### config.mk
export PLATFORM = sky130hd
export DESIGN_NAME = mem_arbiter
export DESIGN_NICKNAME = d
export VERILOG_FILES = /design/src/rtl/mem_arbiter.sv
export SDC_FILE = /design/constraint.sdc
export NUM_CORES = 1
export LEC_CHECK = 0
export BUFFER_PORTS_ARGS = -buffer_cell sky130_fd_sc_hd__buf_2
export CORE_MARGIN = 2
export CORE_UTILIZATION = 35
export DETAILED_ROUTE_END_ITERATION = 8
export PLACE_DENSITY = 0.68
export SLEW_MARGIN = 0
export SYNTH_ARGS = -nofsm -noshare
export SYNTH_HDL_FRONTEND = slang
export SYNTH_SLANG_ARGS = --single-unit
export TNS_END_PERCENT = 5
### constraint.sdc
create_clock -name clk -period 1.9 [get_ports clk]
set_input_delay 0.38 -clock clk [delete_from_list [all_inputs] [get_ports clk]]
set_output_delay 0.38 -clock clk [all_outputs]
set_load 0.01 [all_outputs]
### src/rtl/mem_arbiter.sv
// Round-robin arbiter sharing one simple memory port between two masters.
// Ports: clk/rst, m0_*/m1_* master ports, s_* memory port, grant, timeout_err.
module mem_arbiter #(
    parameter int ADDR_W  = 8,
    parameter int DATA_W  = 16,
    parameter int TIMEOUT = 15
) (
    input  logic              clk,
    input  logic              rst,
    input  logic              m0_req,
    input  logic              m0_we,
    input  logic [ADDR_W-1:0] m0_addr,
    input  logic [DATA_W-1:0] m0_wdata,
    output logic [DATA_W-1:0] m0_rdata,
    output logic              m0_ready,
    input  logic              m1_req,
    input  logic              m1_we,
    input  logic [ADDR_W-1:0] m1_addr,
    input  logic [DATA_W-1:0] m1_wdata,
    output logic [DATA_W-1:0] m1_rdata,
    output logic              m1_ready,
    output logic              s_req,
    output logic              s_we,
    output logic [ADDR_W-1:0] s_addr,
    output logic [DATA_W-1:0] s_wdata,
    input  logic [DATA_W-1:0] s_rdata,
    input  logic              s_ready,
    output logic [1:0]        grant,
    output logic              timeout_err
);

    typedef enum logic {
        IDLE,
        BUSY
    } state_t;

    localparam logic [7:0] CNT_LAST = 8'(TIMEOUT - 1);

    state_t              state_q, state_d;
    logic [1:0]          grant_q, grant_d;
    logic                s_we_q, s_we_d;
    logic [ADDR_W-1:0]   s_addr_q, s_addr_d;
    logic [DATA_W-1:0]   s_wdata_q, s_wdata_d;
    logic                last_q, last_d;
    logic [7:0]          cnt_q, cnt_d;

    logic                busy;
    logic                win_m1;
    logic                expire;
    logic                done;
    logic [DATA_W-1:0]   rsp;

    assign busy   = (state_q == BUSY);
    // On a tie, grant whoever was not served last (last_q=1 means m1).
    assign win_m1 = (m0_req && m1_req) ? ~last_q : m1_req;
    // A same-cycle s_ready beats the watchdog.
    assign expire = busy && !s_ready && (cnt_q == CNT_LAST);
    assign done   = busy && (s_ready || expire);

    always_ff @(posedge clk) begin
        if (rst) begin
            state_q   <= IDLE;
            grant_q   <= 2'b00;
            s_we_q    <= 1'b0;
            s_addr_q  <= '0;
            s_wdata_q <= '0;
            last_q    <= 1'b1;
            cnt_q     <= 8'd0;
        end else begin
            state_q   <= state_d;
            grant_q   <= grant_d;
            s_we_q    <= s_we_d;
            s_addr_q  <= s_addr_d;
            s_wdata_q <= s_wdata_d;
            last_q    <= last_d;
            cnt_q     <= cnt_d;
        end
    end

    always_comb begin
        state_d   = state_q;
        grant_d   = grant_q;
        s_we_d    = s_we_q;
        s_addr_d  = s_addr_q;
        s_wdata_d = s_wdata_q;
        last_d    = last_q;
        cnt_d     = cnt_q;
        unique case (state_q)
            IDLE: begin
                if (m0_req || m1_req) begin
                    state_d   = BUSY;
                    grant_d   = win_m1 ? 2'b10 : 2'b01;
                    s_we_d    = win_m1 ? m1_we : m0_we;
                    s_addr_d  = win_m1 ? m1_addr : m0_addr;
                    s_wdata_d = win_m1 ? m1_wdata : m0_wdata;
                    last_d    = win_m1;
                    cnt_d     = 8'd0;
                end
            end
            BUSY: begin
                if (done) begin
                    state_d = IDLE;
                    grant_d = 2'b00;
                end else begin
                    cnt_d = cnt_q + 8'd1;
                end
            end
        endcase
    end

    always_comb begin
        s_req       = busy;
        s_we        = s_we_q;
        s_addr      = s_addr_q;
        s_wdata     = s_wdata_q;
        grant       = grant_q;
        timeout_err = expire;
        // An aborted transaction returns all ones to its owner.
        rsp         = expire ? '1 : s_rdata;
        m0_ready    = grant_q[0] && done;
        m1_ready    = grant_q[1] && done;
        m0_rdata    = grant_q[0] ? rsp : '0;
        m1_rdata    = grant_q[1] ? rsp : '0;
    end

endmodule

==> impl_summary.md <==
Synthesis
The synthesized cell area is roughly 2100 µm². The share of synthesized area occupied by flip-flops and latches is 0.354. The biggest area contributor in the post-synthesis netlist is sky130_fd_sc_hd__dfxtp_1.

Ranked by total cell area, the synthesized netlist is headed by sky130_fd_sc_hd__dfxtp_1 (35%), sky130_fd_sc_hd__o21a_1 (12%), sky130_fd_sc_hd__mux2i_1 (12%), sky130_fd_sc_hd__a211oi_1 (9.0%), sky130_fd_sc_hd__nor2_1 (5.2%). After synthesis, the mean cell area works out to 9.06 µm². Synthesis produced a netlist with a net count of a little over 300. The share of synthesized area in the top cell type comes to 0.354.

The total of flip-flops plus latches after synthesis is 37. The Yosys step of the flow raised 0 warnings. The post-synthesis cell type count is 43. In the synthesized netlist, the number of instances is approximately 230.

Worst setup path
The type of the worst setup path is reg2out. The largest fanout of any net on the critical path is 8. The kind of end point of the critical path is a primary output. At the worst endpoint, the required time is between 1.5 and 2 ns. The slowest stage of the critical path belongs to the cell sky130_fd_sc_hd__dfxtp_2. STA classifies the critical path startpoint as a register. The largest single stage delay on the critical path is around 0.36 ns. The worst path arrival time is roughly 1.8 ns. Traced cell by cell, the critical path runs through nor4_4, and3_4, and2b_4, clkbuf_16, o21a_1, buf_2.

Grouping stages by cell kind, the critical path spends the most delay in simple AND/OR/NAND/NOR gates. The sum of buffers and inverters on the critical path is 2.

STA
The final critical-path setup slack is -0.255 ns. For the final database, setup skew stands at about 0.0050 ns. The worst slew margin relative to its limit is 0.567. Setup violations remaining at the end of the flow were counted as 35.

Setup repair after global routing could not meet its margin everywhere. The smallest clock period supported by the final layout is computed as approximately 2.2 ns. The number of pins exceeding their max-slew limit in the final report is 0. Final hold analysis gives a worst-case slack of roughly 0.43 ns. The highest clock rate is between 400 and 500 MHz. The total count of hold-check failures in the final report was 0. The ratio of final minimum period to clock period is 1.13. At the pin with the least slew margin, the transition time is about 0.65 ns.

Detailed routing
The detailed router placed between 2k and 2.5k vias in this run. The average detailed-routed wire length per instance is between 10 and 15 µm. The via density per instance is 5.02.

Once detail routing completed, the nets flagged for antenna violations numbered 0. For this block, the initial DRC count from the detailed router was about 80. The number of iterations in the first detailed-routing pass is 4. After detailed routing, the number of remaining DRC violations is 0. The total detailed-routing wirelength is ~5600 µm.

Floorplan
The floorplan step defined a die boundary enclosing 6620 µm². The die span in y is around 80 µm. The total area inside the core boundary comes to 5850 µm².

The initial utilization of the core area, before any placement, comes to 0.358. The cell row count is 28. The die is between 80 and 90 µm wide. During I/O placement, the number of pins put on the boundary was ~130.

Clocking
The number of buffers between clock root and the deepest sink is 2. The number of clock sinks seen by CTS is 37. TritonCTS built the clock tree. The clock reaches the later pin of the worst-skew pair after roughly 0.28 ns.

After clock tree synthesis, the flow added hold-fix buffers numbering 0. The H-tree depth reported by CTS is 2. Clock tree synthesis inserted a total of 5 buffers. The clock edge transition at the registers on the reported setup and hold paths is around 0.080 ns. CTS placed an instance of sky130_fd_sc_hd__clkbuf_8 at the clock tree root.

Global routing
The via count of the first global-routing pass is about 1.9k. The most congested layer reported by global routing is met2. The met3 usage in global routing is 0.0444. The leftover overflow at the end of global routing is 0. The met1 track utilization from global routing is 0.153. Entering global routing, the biggest net connects 43 pins. The total routing usage reported by global routing is 0.153.

The met2 layer usage reported by global route is 0.296. The initial antenna violation count is 0. The first global-routing pass estimated roughly 8000 µm of wire.

Run status
The run finished, with violations left. The final reports fail on setup timing.

Final layout
After routing the design area is a little over 3000 µm². The final layout contains around 440 nets. At the end of the flow the core is filled with cells to 0.527. Leaving out fill and tap cells, the most frequent cell in the layout is sky130_fd_sc_hd__buf_2. Compared with the post-synthesis result, the final layout area differs by 47.2%. In the layout the commonest cells are sky130_fd_sc_hd__buf_2 (133), sky130_fd_sc_hd__dfxtp_1 (34), sky130_fd_sc_hd__o21a_1 (33).

The layout cell share with drive strength beyond 1 is 0.477. The antenna diode instance count is 0. The filler cells instantiated in the layout total 524.

Placement
At the end of routability-driven placement, the weighted congestion stood at 0.764. The detailed-placement wirelength estimate is just over 4000 µm. The count of input and output buffers is about 130. The standard cell area after detailed placement is 2860 µm².

Power and ir drop
After layout, the design draws a total of 2.20 mW. The total leakage power is ~1.5 nW. The share of total power in sequential cells is 0.404.

The switching portion of total power is 0.267. Cell internal power was estimated by the tool at between 1.5 and 2 mW. The share of total power dissipated in the clock network is 0.366. VDD sags by at most approximately 0.36 mV. Of the total power, combinational logic draws 0.229. In this run the power spent charging and discharging nets is 587 µW. Dividing total power by cell area gives a power density of 713 nW/µm².

Hold path
The path class of the lowest-slack min-delay path is in2reg.

Flow run
The reported max-cap violation count is 0.
[worst reg2reg max path: cells and delay by family (launching register included)]
| kind | cells | cell delay (ns) |
|---|---|---|
| DFF | 1 | 0.33 |
| adders and majority gates | 1 | 0.19 |
| and+or+nand+nor | 2 | 0.64 |
| AOI/OAI and AO/OA | 1 | 0.18 |
| buffers and inverters | 2 | 0.18 |
[routing by layer]
metal	vias up	part of all wire
li1	1113	-
met1	983	0.39
met2	115	0.50
met3	6	0.098
met4	0	0.010
met5	-	0
[cells in the mapped netlist (all sizes together)]
cell          instances
a31o                  1
o21a                 34
ha                    2
and2b                 1
clkbuf               11
o21ai                 3
dlymetal6s2s          1
buf                  10
nor2                 29
a21oi                 4
nor3b                 1
a31oi                 3
xor2                  1
a211oi               26
or2                   1
nand3b                2
nand2b                3
and3                  1
and2                  3
nor3                  1
nor4                  3
nand3                 9
mux2                  1
inv                   3
nand4                 1
or4                   1
a21boi                1
mux2i                25
dfxtp                37
or3                   3
a211o                 1
a311o                 1
o32ai                 1
nand2                 5
o21bai                1
[registers in the layout (all words and copies together) (netlist names)]
signal / flops
last_q: 1
s_wdata: 16
s_we: 1
cnt_q: 8
grant: 2
s_req: 1
s_addr: 8
[kinds of logic after synthesis]
kind of cell             count (synthesis)  share of synthesized area
buffers and inverters                   25                     0.0807
AO/OA/AOI/OAI                           76                      0.270
flip-flops                              37                      0.354
multiplexers                            26                      0.125
adder cells (fa/ha/maj)                  2                     0.0120
XOR/XNOR                                 1                    0.00418
AND/OR/NAND/NOR                         64                      0.155
[timing repair]
item / 4_1_cts / 5_1_grt
endpoints found under the setup margin: 35 / 35
buffers inserted: 1 / 0
cloned: 1 / 1
resized for setup: 6 / 4
pin swaps: 2 / 1
[power groups by stage]
stage	registers, mW	clock network (mW)	logic [mW]
4_1_cts	0.889	0.830	0.507
3_5_place_dp	0.905	0	0.507
5_1_grt	0.899	0.852	0.553
3_3_place_gp	0.904	0	0.498
2_1_floorplan	0.920	0	0.263
6_report	0.889	0.805	0.504
[area by class of cell]
class                           count  area, µm²  area share
Tap cell                           75       93.8      0.0305
Inverter                            3       11.3     0.00366
Clock inverter                      3       65.1      0.0211
Timing Repair Buffer              150        868       0.282
Clock buffer                        5       68.8      0.0223
Sequential cell                    37        744       0.242
Multi-Input combinational cell    169       1230       0.399
[path summary, 6_finish.rpt]
kind	slack, ns	startpoint	endpoint	cells after the start
max	-0.25	cnt_q[7]	m1_rdata[3]	6
max reg2reg	0.29	cnt_q[0]	cnt_q[4]	6
min	0.43	m0_wdata[2]	s_wdata[2]	3
min reg2reg	0.50	s_addr[4]	s_addr[4]	2
[stage by stage]
stage | setup WS, ns | TNS (ns) | instances
global route | -0.339 | -10.82 | 442
global placement | 0.0617 | 0 | 431
CTS | -0.265 | -8.00 | 441
detailed placement | 0.0208 | 0 | 431
floorplan | 0.115 | 0 | 231
finish | -0.255 | -8.05 | 442
(Power assumes the default switching activity.)
